### src/rtl/mem_arbiter.sv
// Round-robin arbiter sharing one global memory read/write channel among several client ports.
// One request is in flight at a time; responses are relayed until the client drops its valid.
module mem_arbiter #(
  parameter int unsigned NUM_CLIENTS = 4,
  parameter int unsigned ADDR_BITS   = 8,
  parameter int unsigned DATA_BITS   = 8
) (
  input  logic                             clk,
  input  logic                             reset,
  input  logic [NUM_CLIENTS-1:0]           client_read_valid,
  input  logic [NUM_CLIENTS*ADDR_BITS-1:0] client_read_address,
  output logic [NUM_CLIENTS-1:0]           client_read_ready,
  output logic [NUM_CLIENTS*DATA_BITS-1:0] client_read_data,
  input  logic [NUM_CLIENTS-1:0]           client_write_valid,
  input  logic [NUM_CLIENTS*ADDR_BITS-1:0] client_write_address,
  input  logic [NUM_CLIENTS*DATA_BITS-1:0] client_write_data,
  output logic [NUM_CLIENTS-1:0]           client_write_ready,
  output logic                             mem_read_valid,
  output logic [ADDR_BITS-1:0]             mem_read_address,
  input  logic                             mem_read_ready,
  input  logic [DATA_BITS-1:0]             mem_read_data,
  output logic                             mem_write_valid,
  output logic [ADDR_BITS-1:0]             mem_write_address,
  output logic [DATA_BITS-1:0]             mem_write_data,
  input  logic                             mem_write_ready
);

  localparam int unsigned IdxBits = (NUM_CLIENTS > 1) ? $clog2(NUM_CLIENTS) : 1;
  typedef logic [IdxBits-1:0] idx_t;

  typedef enum logic [2:0] {
    StIdle,
    StReadWait,
    StWriteWait,
    StReadRelay,
    StWriteRelay
  } state_e;

  state_e               state_q;
  idx_t                 grant_q;
  idx_t                 last_grant_q;
  logic [DATA_BITS-1:0] rdata_q [NUM_CLIENTS];

  logic [ADDR_BITS-1:0] rd_addr [NUM_CLIENTS];
  logic [ADDR_BITS-1:0] wr_addr [NUM_CLIENTS];
  logic [DATA_BITS-1:0] wr_data [NUM_CLIENTS];
  logic                 pick_found;
  idx_t                 pick_idx;

  always_comb begin
    for (int i = 0; i < NUM_CLIENTS; i++) begin
      rd_addr[i] = client_read_address[i*ADDR_BITS +: ADDR_BITS];
      wr_addr[i] = client_write_address[i*ADDR_BITS +: ADDR_BITS];
      wr_data[i] = client_write_data[i*DATA_BITS +: DATA_BITS];
      client_read_data[i*DATA_BITS +: DATA_BITS] = rdata_q[i];
    end
  end

  // First requester at or after the client following the previous grant.
  always_comb begin
    idx_t cand;
    cand       = '0;
    pick_found = 1'b0;
    pick_idx   = '0;
    for (int k = 0; k < NUM_CLIENTS; k++) begin
      cand = idx_t'((int'(last_grant_q) + k + 1) % int'(NUM_CLIENTS));
      if (!pick_found && (client_read_valid[cand] || client_write_valid[cand])) begin
        pick_found = 1'b1;
        pick_idx   = cand;
      end
    end
  end

  always_ff @(posedge clk or negedge reset) begin
    if (!reset) begin
      state_q            <= StIdle;
      grant_q            <= '0;
      last_grant_q       <= idx_t'(NUM_CLIENTS - 1);
      client_read_ready  <= '0;
      client_write_ready <= '0;
      mem_read_valid     <= 1'b0;
      mem_read_address   <= '0;
      mem_write_valid    <= 1'b0;
      mem_write_address  <= '0;
      mem_write_data     <= '0;
      for (int i = 0; i < NUM_CLIENTS; i++) rdata_q[i] <= '0;
    end else begin
      unique case (state_q)
        StIdle: begin
          if (pick_found) begin
            grant_q      <= pick_idx;
            last_grant_q <= pick_idx;
            // A read wins over a simultaneous write from the same client.
            if (client_read_valid[pick_idx]) begin
              mem_read_valid   <= 1'b1;
              mem_read_address <= rd_addr[pick_idx];
              state_q          <= StReadWait;
            end else begin
              mem_write_valid   <= 1'b1;
              mem_write_address <= wr_addr[pick_idx];
              mem_write_data    <= wr_data[pick_idx];
              state_q           <= StWriteWait;
            end
          end
        end
        StReadWait: begin
          if (mem_read_ready) begin
            mem_read_valid             <= 1'b0;
            rdata_q[grant_q]           <= mem_read_data;
            client_read_ready[grant_q] <= 1'b1;
            state_q                    <= StReadRelay;
          end
        end
        StWriteWait: begin
          if (mem_write_ready) begin
            mem_write_valid             <= 1'b0;
            client_write_ready[grant_q] <= 1'b1;
            state_q                     <= StWriteRelay;
          end
        end
        StReadRelay: begin
          if (!client_read_valid[grant_q]) begin
            client_read_ready <= '0;
            state_q           <= StIdle;
          end
        end
        StWriteRelay: begin
          if (!client_write_valid[grant_q]) begin
            client_write_ready <= '0;
            state_q            <= StIdle;
          end
        end
        default: state_q <= StIdle;
      endcase
    end
  end

endmodule

### config.mk
export PLATFORM = sky130hd
export DESIGN_NAME = mem_arbiter
export DESIGN_NICKNAME = d
export VERILOG_FILES = /design/src/rtl/mem_arbiter.sv
export SDC_FILE = /design/constraint.sdc
export NUM_CORES = 1
export LEC_CHECK = 0
export BUFFER_PORTS_ARGS = -buffer_cell sky130_fd_sc_hd__buf_2
export CAP_MARGIN = 0
export CORE_ASPECT_RATIO = 1.2
export CORE_MARGIN = 2
export CORE_UTILIZATION = 25
export CTS_CLUSTER_DIAMETER = 100
export CTS_CLUSTER_SIZE = 40
export DETAILED_ROUTE_END_ITERATION = 6
export GPL_ROUTABILITY_DRIVEN = 0
export SLEW_MARGIN = 15
export SYNTH_ARGS = -nofsm -noshare
export SYNTH_HDL_FRONTEND = slang
export SYNTH_SLANG_ARGS = --single-unit
### constraint.sdc
create_clock -name clk -period 2.8 [get_ports clk]
set_clock_uncertainty 0.1 [all_clocks]
set_input_delay 0.28 -clock clk [delete_from_list [all_inputs] [get_ports clk]]
set_output_delay 0.28 -clock clk [all_outputs]
set_load 0.05 [all_outputs]
==> metrics.md, run 1 <==
| Metric | Value |
|---|---|
| Max IR drop VDD | `0.000832 V` |
| Io pins | `182` |
| DP HPWL | `7890 um` |
| Buffers added on ports | `181` |
| Commonest non-fill, non-tap cell in the layout | `buf_2` |
| Die W | `117 um` |
| Hold Slack | `-14.7 ps` |
| Largest net degree at the start of global routing | `74` |
| Ys Warns | `0` |
| WP buf/inv | `0` |
| DRC errors left | `0` |
| PostCTS Resize Cnt | `0` |
| Net count of the finished layout | `604` |
| CTS buffer count | `9` |
| Syn nets | `420` |
| Crit path max-delay cell type | `dfstp_2` |
| Max Cap Viol | `0` |
| Worst skew pair latency | `330 ps` |
| Number of distinct library cells after synthesis | `36` |
| Final Hold Viols | `22` |
| Seq cells post-synth | `73` |
| Crit path max fanout | `10` |
| Drt first pass iters | `4` |
| Rows | `49` |
| P&R area growth vs syn | `38.3%` |
| Clock root cell | `clkbuf_16` |
| Fillers | `1496` |
| Status | `finished with violations` |
| Postcts setup bufs | `0` |
| Area occupied by multi-input gates | `0.00189 mm^2` |
| Worst-path clk slew | `60 ps` |
| Crit path largest cell delay | `560 ps` |
| Vias in the first global route | `3218` |
| Syn_area_per_cell | `12.5 um^2` |
| Total wire length | `10300 um` |
| # hold bufs at CTS | `0` |
| Slew Viols, Final | `0` |
| WS Path Type | `reg2reg` |
| Final min period | `2710 ps` |
| Initial Utilization | `25.4%` |
| Fraction of the yosys area taken by sequential cells | `48.1%` |
| FFs w/ async S/R, synth | `100%` |
| Die height | `139 um` |
| Global route total overflow | `0` |
| Core Region | `0.0150 mm^2` |
| Worst path most repeated cell | `mux2_4` |
| Min setup slack post-route | `94.0 ps` |
| EDFF count, synth | `0` |
| WP data arrival | `2820 ps` |
| Worst slew pin tran | `908 ps` |
| Vias/cell | `4.50` |
| Vias | `3138` |
| Reg area | `0.00183 mm^2` |
| Share of layout cells above drive strength 1 | `54.6%` |
| CTS Sinks | `73` |
| Global-route wire length before repair | `15800 um` |
| CP Launch Type | `register` |
| Most frequent cells in the layout | `buf_2 (180), mux2i_1 (72), dfrtp_1 (71)` |
| Total track usage | `12.3%` |
| Die area | `0.0162 mm^2` |
| Setup crit end kind | `register` |
| Tcrit/Tclk final | `96.6%` |
| CTS Buffer Depth | `2` |
| Max Clk Rate | `370 MHz` |
| Synth Cell Area | `0.00381 mm^2` |
| Ant. Diodes | `0` |
| Final setup fails | `0` |
| RSZ-0062 raised after global routing | `no` |
| WL/cell | `14.8 um` |
| Failing checks | `negative hold slack` |
| Setup Slack @ Placement | `62.8 ps` |
| Mapped Cells | `304` |
| Leakage power | `2.71 nW` |
| Hold/Removal Path Class | `in2async` |
| Post-synth top flop | `dfrtp_1` |
| Setup TNS Final | `0 ps` |
| Post-route ant nets | `0` |
| Depth of the CTS H-tree | `3` |
| Slew headroom | `39.5%` |
| Initial drt markers | `106` |
| CTS tree | `built` |
| CP cell instances | `o21bai_1, o311ai_0, a21oi_4, mux2_4, or3_1, mux2_4` |
| Critical Path RT | `2910 ps` |
| Initial antenna violation count | `0` |
| Pwr Density | `1440 mW/mm^2` |
| Worst path top cell family by delay | `multiplexers` |
## path summary, 6_finish.rpt
check,from,end,slack (ps),cells past startpoint
worst min-delay path,reset,mem_write_address[4]$_DFFE_PN0P_,-10,1
min in group clk,mem_read_data[6],client_read_data[30]$_DFFE_PN0P_,120,2
worst max-delay path,last_grant_q[0]$_DFFE_PN1P_,mem_read_address[7]$_DFFE_PN0P_,90,6
max in group asynchronous,reset,grant_q[1]$_DFFE_PN0P_,2040,1
worst max register to register,last_grant_q[0]$_DFFE_PN1P_,mem_read_address[7]$_DFFE_PN0P_,90,6
worst min register to register,mem_write_data[4]$_DFFE_PN0P_,mem_write_data[4]$_DFFE_PN0P_,400,1
## cells in the mapped netlist (2+ instances only)
master	n	area share, %
a21oi_1	17	2.2
o311ai_0	2	0.46
buf_6	2	0.59
mux4_2	2	1.2
nand3b_1	2	0.39
clkbuf_1	3	0.30
mux2_4	9	3.6
mux2i_1	72	19
dfrtp_1	71	47
inv_1	8	0.79
o21bai_1	2	0.39
nor4_1	2	0.33
mux2_2	48	14
dfstp_2	2	1.4
nor2_1	22	2.2
a31oi_1	2	0.33
nand2b_1	3	0.49
o21ai_0	5	0.66
buf_2	6	0.79
nand2_1	8	0.79
## per-stage QoR
stage | utilization (%) | power [W] | hold WS, ps | instances | cell area, um^2
6_report | 35.2 | 0.00760 | -14.7 | 697 | 5260
3_3_place_gp | 33.3 | 0.00647 | 355 | 681 | 4980
3_5_place_dp | 33.3 | 0.00656 | 376 | 681 | 4980
4_1_cts | 35.2 | 0.00769 | 16.6 | 697 | 5260
2_1_floorplan | - | 0.00546 | -116 | 304 | 3810
5_1_grt | 35.2 | 0.00804 | 74.1 | 697 | 5260
## worst reg2reg max path, delay by kind of cell, from the launching register on
kind             cells  cell delay, ps
AND/OR/NAND/NOR      1             550
flip-flops           1             560
multiplexers         2             710
AO/OA/AOI/OAI        3             670
## per-layer routing
layer / global-route usage, % / up-vias / wire, um
met1: 14.2 / 1499 / 4260
met3: 3.50 / 13 / 842
li1: - / 1479 / -
met5: 0 / - / 0
met4: 4.09 / 0 / 153
met2: 21.8 / 147 / 5040
## final cells by class
cell class | count | area share, %
sequential | 73 | 34.8
multi-input combinational | 210 | 35.9
clock buffer | 9 | 4.28
timing repair buffer | 186 | 18.4
tap | 204 | 4.85
clock inverter | 7 | 1.17
inverter | 8 | 0.571
## cell families (layout without fill, tap and decap cells)
family | after synthesis | in the layout | synth area share, %
multiplexers | 131 | 131 | 37.9
flip-flops | 73 | 73 | 48.1
AND/OR/NAND/NOR | 44 | 44 | 5.52
AO/OA/AOI/OAI | 35 | 35 | 5.79
buffers and inverters | 21 | 210 | 2.76
## registers in the layout, indices dropped and copies added, names as in the netlist, 2 cells and up
name / cells
grant_q: 2
mem_write_address: 8
client_read_data: 32
mem_read_address: 8
last_grant_q: 2
client_read_ready: 4
state_q: 3
client_write_ready: 4
mem_write_data: 8
## power by group
part           total, W  internal [W]  switching [W]
Combinational   0.00456       0.00161        0.00296
Sequential      0.00194       0.00160       0.000336
Clock           0.00110      0.000617       0.000484
(Power assumes the default switching activity.)
==> run 2: changes to the inputs <==
--- a/config.mk
+++ b/config.mk
@@ -10,6 +10,7 @@
 export CORE_ASPECT_RATIO = 1.2
 export CORE_MARGIN = 2
 export CORE_UTILIZATION = 25
+export CTS_BUF_LIST = sky130_fd_sc_hd__clkbuf_4
 export CTS_CLUSTER_DIAMETER = 100
 export CTS_CLUSTER_SIZE = 40
 export DETAILED_ROUTE_END_ITERATION = 6
==> run 2 against run 1 <==
Against the previous run: the flow now finishes without violations; setup slack better by 170 ps; core utilization down 0.42 points; global-route usage up 0.081 points; register-to-register slack better by 170 ps; clock-buffer cell count unchanged; sequential share of layout area up 0.42 points; final area down 1.2%; hold slack better by 61 ps; largest power group unchanged.
==> metrics.md, run 2 (synthesized netlist as in run 1, its figures left out) <==
| Metric | Value |
|---|---|
| Core Region | `0.0150 mm^2` |
| Max Cap Viol | `0` |
| Pwr Density | `1370 mW/mm^2` |
| Most frequent cells in the layout | `buf_2 (180), mux2i_1 (72), dfrtp_1 (71)` |
| Largest net degree at the start of global routing | `74` |
| Status | `finished clean` |
| CTS Sinks | `73` |
| Total wire length | `10400 um` |
| Vias in the first global route | `3252` |
| Final min period | `2540 ps` |
| CP cell instances | `o21bai_1, a2bb2oi_1, a211oi_1, mux2_4, or3_4, mux2_4` |
| Worst path most repeated cell | `mux2_4` |
| Leakage power | `2.68 nW` |
| Fillers | `1502` |
| Rows | `49` |
| Initial drt markers | `130` |
| Buffers added on ports | `181` |
| Max reg flops | `32` |
| Global-route wire length before repair | `15800 um` |
| Total track usage | `12.4%` |
| Setup TNS Final | `0 ps` |
| Worst-path clk slew | `130 ps` |
| Post-route ant nets | `0` |
| DP HPWL | `7890 um` |
| WL/cell | `14.7 um` |
| Reg area | `0.00183 mm^2` |
| Crit path max-delay cell type | `dfstp_2` |
| CTS Buffer Depth | `2` |
| Hold Slack | `46.8 ps` |
| WP data arrival | `2750 ps` |
| Net count of the finished layout | `613` |
| CTS tree | `built` |
| Global route total overflow | `0` |
| Hold/Removal Path Class | `in2reg` |
| Max Clk Rate | `394 MHz` |
| Depth of the CTS H-tree | `3` |
| Die area | `0.0162 mm^2` |
| Final Hold Viols | `0` |
| Postcts setup bufs | `0` |
| Io pins | `182` |
| Crit path max fanout | `10` |
| WP buf/inv | `0` |
| Finished Cell Area | `0.00520 mm^2` |
| Vias | `3175` |
| CP Launch Type | `register` |
| Crit path largest cell delay | `580 ps` |
| Commonest non-fill, non-tap cell in the layout | `buf_2` |
| Area occupied by multi-input gates | `0.00190 mm^2` |
| Worst path top cell family by delay | `compound AO/OA/AOI/OAI gates` |
| Finished Layout Cells | `706` |
| Die W | `117 um` |
| RSZ-0062 raised after global routing | `no` |
| Slew headroom | `38.3%` |
| Setup crit end kind | `register` |
| Drt first pass iters | `4` |
| Max IR drop VDD | `0.000832 V` |
| Placed insts | `681` |
| Final setup fails | `0` |
| DRC errors left | `0` |
| Area after DPL | `0.00498 mm^2` |
| Worst skew pair latency | `410 ps` |
| CTS buffer count | `9` |
| Clock root cell | `clkbuf_4` |
| Slew Viols, Final | `0` |
| Vias/cell | `4.50` |
| WS Path Type | `reg2reg` |
| P&R area growth vs syn | `36.6%` |
| Share of layout cells above drive strength 1 | `53.8%` |
| Die height | `139 um` |
| Worst slew pin tran | `925 ps` |
| Initial Utilization | `25.4%` |
| Ant. Diodes | `0` |
| Total chip power | `0.00714 W` |
| Initial antenna violation count | `0` |
| Critical Path RT | `3020 ps` |
| Tcrit/Tclk final | `90.6%` |
[run 2: cell type report]
class / count / share of cell area [%]
Multi-Input combinational cell: 210 / 36.5
Sequential cell: 73 / 35.2
Timing Repair Buffer: 195 / 20.4
Tap cell: 204 / 4.91
Clock buffer: 9 / 1.30
Clock inverter: 7 / 1.18
Inverter: 8 / 0.577
[run 2: stage by stage]
| stage | setup slack (ps) | utilization [%] |
|---|---|---|
| 2_1_floorplan | 354 | - |
| 3_3_place_gp | 170 | 33.3 |
| 3_5_place_dp | 62.8 | 33.3 |
| 4_1_cts | 92.6 | 34.7 |
| 5_1_grt | 195 | 34.8 |
| 6_report | 265 | 34.8 |
[run 2: final timing paths]
path	from	to	slack, ps	cells past startpoint
max	last_grant_q[0]$_DFFE_PN1P_	mem_read_address[6]$_DFFE_PN0P_	260	6
min	mem_write_ready	state_q[2]$_DFFE_PN0P_	50	3
max reg2reg	last_grant_q[0]$_DFFE_PN1P_	mem_read_address[6]$_DFFE_PN0P_	260	6
min reg2reg	mem_write_data[4]$_DFFE_PN0P_	mem_write_data[4]$_DFFE_PN0P_	410	1
max in group asynchronous	reset	grant_q[1]$_DFFE_PN0P_	1570	2
min in group asynchronous	reset	mem_write_address[4]$_DFFE_PN0P_	440	2
[run 2: worst reg2reg max path, delay by kind of cell, from the launching register on]
family,cells,cell delay (ps)
compound gates,3,700
mux,2,630
flops,1,580
simple gates,1,430
[run 2: per-layer routing]
layer / vias up / track usage [%] / part of all wire, %
met4: 0 / 4.09 / 1.6
met3: 20 / 3.58 / 8.7
met1: 1506 / 14.1 / 41
li1: 1496 / - / -
met2: 153 / 22.0 / 49
met5: - / 0 / 0
[run 2: timing repair]
action / 4_1_cts / 5_1_grt
hold buffers: 9 / 0
endpoints found under the setup margin: 0 / 2
resized for setup: 0 / 1
hold endpoints to repair: 101 / 0
[run 2: where the power goes]
group	switching (W)	internal (W)
Combinational	0.00296	0.00162
Sequential	0.000338	0.00159
Clock	0.000428	0.000199
